--- src/rtl/video_timing_fb_swap_if.sv ---
// Front-buffer swap bus between the CPU-side requester (master) and the
// video timing / double-buffer controller (slave).
interface video_timing_fb_swap_if;
    logic [24:0] back_addr;
    logic        swap_req;
    logic [24:0] fb_base_addr;
    logic        swap_pending;
    logic        swap_done;

    modport master (
        output back_addr,
        output swap_req,
        input  fb_base_addr,
        input  swap_pending,
        input  swap_done
    );

    modport slave (
        input  back_addr,
        input  swap_req,
        output fb_base_addr,
        output swap_pending,
        output swap_done
    );
endinterface

--- src/rtl/video_timing_fb_swap.sv ---
// Pixel-clock raster timing generator plus tear-free front-buffer swap controller.
// Optional frame counter enabled by defining VIDEO_TIMING_FRAME_CNT_EN.
module video_timing_fb_swap #(
    parameter int          H_BPORCH      = 40,
    parameter int          H_ACTIVE      = 320,
    parameter int          H_TOTAL       = 400,
    parameter int          V_BPORCH      = 16,
    parameter int          V_ACTIVE      = 240,
    parameter int          V_TOTAL       = 512,
    parameter int          HS_POS        = 3,
    parameter logic [24:0] RESET_FB_ADDR = 25'h0
) (
    input  logic                         clk_video,
    input  logic                         reset_n,
    output logic [9:0]                   x_count,
    output logic [9:0]                   y_count,
    output logic                         line_start,
    output logic                         vid_hs,
    output logic                         vid_vs,
    output logic                         vid_de,
    output logic                         vblank,
    output logic [15:0]                  frame_count,
    video_timing_fb_swap_if.slave        swap_bus
);

    // Active-window bounds kept 11 bits wide so an end bound of 1024 still compares correctly.
    localparam logic [9:0]  X_LAST      = 10'(H_TOTAL - 1);
    localparam logic [9:0]  Y_LAST      = 10'(V_TOTAL - 1);
    localparam logic [10:0] X_ACT_FIRST = 11'(H_BPORCH);
    localparam logic [10:0] X_ACT_END   = 11'(H_BPORCH + H_ACTIVE);
    localparam logic [10:0] Y_ACT_FIRST = 11'(V_BPORCH);
    localparam logic [10:0] Y_ACT_END   = 11'(V_BPORCH + V_ACTIVE);
    localparam logic [9:0]  Y_ACT_LAST  = 10'(V_BPORCH + V_ACTIVE - 1);
    localparam logic [9:0]  HS_X        = 10'(HS_POS);

    typedef enum logic {
        IDLE    = 1'b0,
        PENDING = 1'b1
    } swap_state_t;

    logic        x_wrap;
    logic        y_wrap;
    logic        h_act;
    logic        v_act;
    logic        boundary;

    swap_state_t state_q;
    swap_state_t state_d;
    logic [24:0] pending_q;
    logic [24:0] pending_d;
    logic [24:0] fb_q;
    logic [24:0] fb_d;
    logic        done_q;
    logic        done_d;

    assign x_wrap = (x_count == X_LAST);
    assign y_wrap = (y_count == Y_LAST);

    always_ff @(posedge clk_video or negedge reset_n) begin
        if (!reset_n) begin
            x_count <= 10'd0;
            y_count <= 10'd0;
        end else if (x_wrap) begin
            x_count <= 10'd0;
            y_count <= y_wrap ? 10'd0 : y_count + 10'd1;
        end else begin
            x_count <= x_count + 10'd1;
        end
    end

    assign line_start = (x_count == 10'd0);
    assign h_act      = ({1'b0, x_count} >= X_ACT_FIRST) && ({1'b0, x_count} < X_ACT_END);
    assign v_act      = ({1'b0, y_count} >= Y_ACT_FIRST) && ({1'b0, y_count} < Y_ACT_END);
    assign vblank     = !v_act;

    // One-cycle delay lines up sync/enable with the scanout stage's registered pixel.
    always_ff @(posedge clk_video or negedge reset_n) begin
        if (!reset_n) begin
            vid_de <= 1'b0;
            vid_hs <= 1'b0;
            vid_vs <= 1'b0;
        end else begin
            vid_de <= h_act && v_act;
            vid_hs <= (x_count == HS_X);
            vid_vs <= (x_count == HS_X) && (y_count == 10'd0);
        end
    end

    // Last clock of the last active line: the only cycle the front buffer may change.
    assign boundary = x_wrap && (y_count == Y_ACT_LAST);

    always_ff @(posedge clk_video or negedge reset_n) begin
        if (!reset_n) begin
            state_q   <= IDLE;
            pending_q <= 25'h0;
            fb_q      <= RESET_FB_ADDR;
            done_q    <= 1'b0;
        end else begin
            state_q   <= state_d;
            pending_q <= pending_d;
            fb_q      <= fb_d;
            done_q    <= done_d;
        end
    end

    // A request landing on the boundary is queued for the next frame, never merged into this swap.
    always_comb begin
        state_d   = state_q;
        pending_d = pending_q;
        fb_d      = fb_q;
        done_d    = 1'b0;
        case (state_q)
            IDLE: begin
                if (swap_bus.swap_req) begin
                    pending_d = swap_bus.back_addr;
                    state_d   = PENDING;
                end
            end
            PENDING: begin
                if (boundary) begin
                    fb_d    = pending_q;
                    done_d  = 1'b1;
                    state_d = IDLE;
                end
                if (swap_bus.swap_req) begin
                    pending_d = swap_bus.back_addr;
                    state_d   = PENDING;
                end
            end
            default: state_d = IDLE;
        endcase
    end

    assign swap_bus.fb_base_addr = fb_q;
    assign swap_bus.swap_pending = (state_q == PENDING);
    assign swap_bus.swap_done    = done_q;

`ifdef VIDEO_TIMING_FRAME_CNT_EN
    logic [15:0] frame_q;

    always_ff @(posedge clk_video or negedge reset_n) begin
        if (!reset_n) begin
            frame_q <= 16'h0;
        end else if (x_wrap && y_wrap) begin
            frame_q <= frame_q + 16'h1;
        end
    end

    assign frame_count = frame_q;
`else
    assign frame_count = 16'h0;
`endif

endmodule

--- src/flat_wrapper.sv ---
// flat-port wrapper written by rule: the top's interface ports become plain ports
module video_timing_fb_swap_flat 
#(
    parameter int          H_BPORCH      = 40,
    parameter int          H_ACTIVE      = 320,
    parameter int          H_TOTAL       = 400,
    parameter int          V_BPORCH      = 16,
    parameter int          V_ACTIVE      = 240,
    parameter int          V_TOTAL       = 512,
    parameter int          HS_POS        = 3,
    parameter logic [24:0] RESET_FB_ADDR = 25'h0
)
  (clk_video, reset_n, x_count, y_count, line_start, vid_hs, vid_vs, vid_de, vblank, frame_count, swap_bus_back_addr, swap_bus_swap_req, swap_bus_fb_base_addr, swap_bus_swap_pending, swap_bus_swap_done);
  video_timing_fb_swap_if swap_bus_i ();
  input  logic clk_video;
  input  logic reset_n;
  output logic [9:0] x_count;
  output logic [9:0] y_count;
  output logic line_start;
  output logic vid_hs;
  output logic vid_vs;
  output logic vid_de;
  output logic vblank;
  output logic [15:0] frame_count;
  input wire logic [$bits(swap_bus_i.back_addr)-1:0] swap_bus_back_addr;
  input wire logic [$bits(swap_bus_i.swap_req)-1:0] swap_bus_swap_req;
  output wire logic [$bits(swap_bus_i.fb_base_addr)-1:0] swap_bus_fb_base_addr;
  output wire logic [$bits(swap_bus_i.swap_pending)-1:0] swap_bus_swap_pending;
  output wire logic [$bits(swap_bus_i.swap_done)-1:0] swap_bus_swap_done;
  assign swap_bus_i.back_addr = swap_bus_back_addr;
  assign swap_bus_i.swap_req = swap_bus_swap_req;
  assign swap_bus_fb_base_addr = swap_bus_i.fb_base_addr;
  assign swap_bus_swap_pending = swap_bus_i.swap_pending;
  assign swap_bus_swap_done = swap_bus_i.swap_done;
  video_timing_fb_swap #(.H_BPORCH(H_BPORCH), .H_ACTIVE(H_ACTIVE), .H_TOTAL(H_TOTAL), .V_BPORCH(V_BPORCH), .V_ACTIVE(V_ACTIVE), .V_TOTAL(V_TOTAL), .HS_POS(HS_POS), .RESET_FB_ADDR(RESET_FB_ADDR)) u_core (.clk_video(clk_video), .reset_n(reset_n), .x_count(x_count), .y_count(y_count), .line_start(line_start), .vid_hs(vid_hs), .vid_vs(vid_vs), .vid_de(vid_de), .vblank(vblank), .frame_count(frame_count), .swap_bus(swap_bus_i));
endmodule
--- config.mk ---
export PLATFORM = sky130hd
export DESIGN_NAME = video_timing_fb_swap_flat
export DESIGN_NICKNAME = d
export VERILOG_FILES = /design/src/rtl/video_timing_fb_swap_if.sv /design/src/rtl/video_timing_fb_swap.sv /design/src/flat_wrapper.sv
export SDC_FILE = /design/constraint.sdc
export NUM_CORES = 1
export LEC_CHECK = 0
export ABC_AREA = 1
export CORE_MARGIN = 3
export CORE_UTILIZATION = 45
export DETAILED_ROUTE_END_ITERATION = 7
export GPL_ROUTABILITY_DRIVEN = 0
export GPL_TIMING_DRIVEN = 0
export HOLD_SLACK_MARGIN = 0.08
export PLACE_DENSITY_LB_ADDON = 0.2
export SETUP_SLACK_MARGIN = 0.2
export SLEW_MARGIN = 20
export SYNTH_ARGS = -nofsm -noshare
export SYNTH_HDL_FRONTEND = slang
export SYNTH_SLANG_ARGS = --single-unit
--- constraint.sdc ---
create_clock -name clk_video -period 3.1 [get_ports clk_video]
set_input_delay 0.62 -clock clk_video [delete_from_list [all_inputs] [get_ports clk_video]]
set_output_delay 0.62 -clock clk_video [all_outputs]
set_load 0.1 [all_outputs]
# Word level (Yosys, flattened, before mapping)
# Cells that the tools add are included.
[totals]
ff_bits = 75
in_bits = 28
[classes]
add_sub_neg = 2
magnitude_cmp = 4
eq_ne = 4
mux = 9
bitwise_logic = 1
reduce_logical = 9
[op_table]
columns = ["cell", "n"]
rows = [
  ["2-to-1 mux 25 bit", 1],
  ["adder 10 x 1 -> 10 bit (second input constant)", 2],
  ["== test 10 x 9 -> 1 bit (second input constant)", 2],
  ["zero test 10 bit", 2],
  ["< comparator 10 x 9 -> 1 bit (second input constant)", 2],
  ["2-to-1 mux 10 bit", 2],
  ["== test 10 x 2 -> 1 bit (second input constant)", 1],
  ["== test 10 x 8 -> 1 bit (second input constant)", 1],
  [">= comparator 10 x 5 -> 1 bit (second input constant)", 1],
  [">= comparator 10 x 6 -> 1 bit (second input constant)", 1],
  ["logical AND 1 bit", 5],
  ["2-to-1 mux 1 bit", 5],
  ["one-hot mux 1 bit (2 select lines)", 1],
  ["AND reduction 2 bit", 1],
  ["zero test 1 bit", 1],
  ["inverter 1 bit", 1],
]

# Depth between registers and ports, before layout
# Gate-level depths: netlist (run 1).
[depth]
ltp_word = 5
depth_mapped = 10

# Worst setup path before layout (run 1)
# No wires, ideal clock.
[synth_timing]
kind = "reg-to-output"
from = "register u_core.x_count[5]"
to = "output line_start"
arrival_time_ps = 2465
required_time_ps = 2480
path_slack_ps = 15
path_stages_with_launch = 4
n_path_buf = 0
cell_sequence = "dfrtp_1 nor2_1 nand3_1 nor2_1"
[synth_via]
elab_chain_cells = 1
[synth_lines]
columns = ["element", "line_no", "source"]
rows = [
  ["from (decl)", "video_timing_fb_swap.sv:15", "output logic [9:0] x_count,"],
  ["from (signal assigned)", "video_timing_fb_swap.sv:67", "x_count <= x_count + 10'd1;"],
  ["zero test 10 bit", "video_timing_fb_swap.sv:71", "assign line_start = (x_count == 10'd0);"],
  ["to (decl)", "flat_wrapper.sv:19", "output logic line_start;"],
]
# Every way passes these cells.

# Worst setup path after layout (run 1)
# Ends and elaborated chain as after synthesis.

==> run metrics, run 1 <==
status finished, final reports clean; unrepaired setup endpoints after global routing false; Setup-failing EPs final 0; pre-CTS setup slack 0.449 ns; period utilisation layout 0.878; PostCTS Resize Cnt 2; ANT nets after route 0; Peak Freq 0.367 GHz; Total Power 2.17 mW; GRT overflow 0; crit-path cells nor2_1, nand3_1, nor2_2, dlygate4sd2_1; most frequent cells in the layout 79 x nand2_1, 75 x clkdlybuf4s50_1, 75 x dfrtp_1; Worst slew margin 0.333; Setup Skew 0.00716 ns; drc violations 0; largest net degree at the start of global routing 42; synth unique cells 31; first-pass GRT wire length 11700 um; cells after synthesis 341; post-DR wirelength/cell 13.0 um; row count 31; final core occ 0.637; # port buffers 78; Yosys Warn Count 0; Leak 2.24 nW; Initial Util 0.467; crit-path max cell delay 0.86 ns; flop and latch count out of synthesis 75; vias in the first global route 2509; initial antenna violation count 0; Hold-fix buffers, CTS 0; FFs w/ async S/R, synth 1.00; critical path class flop to output port; post-route cell area 4650 sq um; IO Pins 96; Post-synth EDFFs 0; DP Area 4390 sq um; via count 2617; hold crit path type input pin to asynchronous set/reset pin; final slew viol count 0; post-DP HPWL 5200 um; CP startpoint kind flop; Critical-path top delay cell dlygate4sd2_1; core area 7290 sq um; Avg Cell Area, Syn 9.99 sq um; DR iter-0 viols 90; CTS Root Cell clkbuf_8; die area 8650 sq um; worst skew pair latency 0.34 ns; final hold vios 0; Reg clk slew, reported paths 0.08 ns; Routed Wire Length 7130 um; Post-synth top flop dfrtp_1; Num CTS Buffers 9; commonest non-fill, non-tap cell in the layout nand2_1; Post-Syn Area 3410 sq um; Die W 93.0 um; family with the most delay on the worst path buffers and inverters; Antenna diodes 0; worst-margin pin slew 0.997 ns; Layout area overhead 36.3%; total iterations of the first detailed-routing run 5; Max FO, Critical Path 6; Nets 478; Seq/Total Area, Yosys 0.551; DR vias/cell 4.76; Peak VDD IR 211 uV; final worst slack 0.378 ns; Bufs on Longest Clock Path 2; Max H-tree Level 3; layout cells sized above 1 0.177; Crit path depth 4; FF-to-FF path depth 9; Crit. End Element output port; setup repair bufs after CTS 0; CP Data Required Time 2.48 ns; TritonCTS clock tree done; clk sink count 75; pwr dens 468 nW/um^2; CP Buf/Inv Count 1; WP data arrival 2.10 ns; MaxCap Viol Count 0; die height 93.0 um; total global-route track usage 0.174; fin crit period 2.72 ns
[cells by family (layout without fill, tap and decap cells)]
| group | Yosys count | count (layout) | share of synthesized area |
|---|---|---|---|
| AND/OR/NAND/NOR | 158 | 158 | 0.215 |
| XOR/XNOR | 11 | 11 | 0.0283 |
| AO/OA/AOI/OAI | 14 | 14 | 0.0231 |
| flip-flops | 75 | 75 | 0.551 |
| multiplexers | 25 | 25 | 0.0826 |
| buffers and inverters | 53 | 148 | 0.0841 |
| other | 1 | 16 | 0.00110 |
| adder cells (fa/ha/maj) | 4 | 4 | 0.0147 |
[per-stage QoR]
step / setup TNS, ns / cells / hold slack [ns]
6_report: 0 / 550 / 0.243
3_5_place_dp: 0 / 534 / 0.458
4_1_cts: 0 / 550 / 0.256
2_1_floorplan: 0 / 356 / 0.324
5_1_grt: 0 / 550 / 0.278
3_3_place_gp: -89.48 / 533 / 0.453
[state kept, by name (all words and copies together), names as in the netlist, 10 cells and up]
| register | cells |
|---|---|
| u_core.swap_bus.fb_base_addr | 25 |
| u_core.pending_q | 25 |
| u_core.y_count | 10 |
| u_core.x_count | 10 |
[per-layer routing]
layer  up-vias  wire length (um)  GRT usage
met1      1249              3090      0.227
met4         0               119     0.0794
met3        10               420     0.0394
li1       1285                 -          -
met2        73              3500      0.277
met5         -                 0          0
[cells in the mapped netlist, types with 2 or more instances]
library cell	n	area [sq um]
ha_1	4	50.1
nand3_1	40	200
buf_6	2	22.5
nand4_1	5	31.3
mux2_2	25	282
inv_1	25	93.8
buf_2	4	20.0
nand2_1	79	297
clkbuf_1	3	11.3
buf_4	18	135
nor2_1	20	75.1
nand2_4	2	22.5
dfrtp_1	75	1880
a21oi_1	2	10.0
nand3_2	2	20.0
xor2_1	10	87.6
o21ai_0	8	40.0
nand2_2	2	12.5
nor2_2	2	12.5
nor3_1	2	10.0
[final timing paths]
kind	startpoint	slack [ns]	to
setup reg to reg	u_core.y_count[0]	1.25	u_core.swap_bus.fb_base_addr[5]
hold / removal	reset_n	0.24	u_core.swap_bus.fb_base_addr[7]
hold reg to reg	u_core.swap_bus.fb_base_addr[0]	0.47	u_core.swap_bus.fb_base_addr[0]
max in group asynchronous	reset_n	2.29	u_core.vid_hs
min in group clk_video	u_core.swap_bus.fb_base_addr[0]	0.47	u_core.swap_bus.fb_base_addr[0]
setup / recovery	u_core.x_count[5]	0.38	line_start
[where the power goes]
part           switching [mW]  internal, mW
Combinational           0.125        0.0742
Sequential             0.0153          1.01
Clock                   0.366         0.583
Total                   0.507          1.67
[final cells by class]
type	instances	area, sq um
Fill cell	613	2650
Sequential cell	75	1880
Multi-Input combinational cell	228	1300
Timing Repair Buffer	79	796
Buffer	27	189
Clock buffer	11	151
Tap cell	99	124
Clock inverter	5	108
Inverter	26	97.6
(Power assumes the default switching activity.)
==> inputs of run 2 (changes only) <==
--- a/config.mk
+++ b/config.mk
@@ -6,6 +6,7 @@
 export NUM_CORES = 1
 export LEC_CHECK = 0
 export ABC_AREA = 1
+export CAP_MARGIN = 10
 export CORE_MARGIN = 3
 export CORE_UTILIZATION = 45
 export DETAILED_ROUTE_END_ITERATION = 7
==> results of run 2 <==
The final DEF is identical to that of run 1; final timing and power are the same.
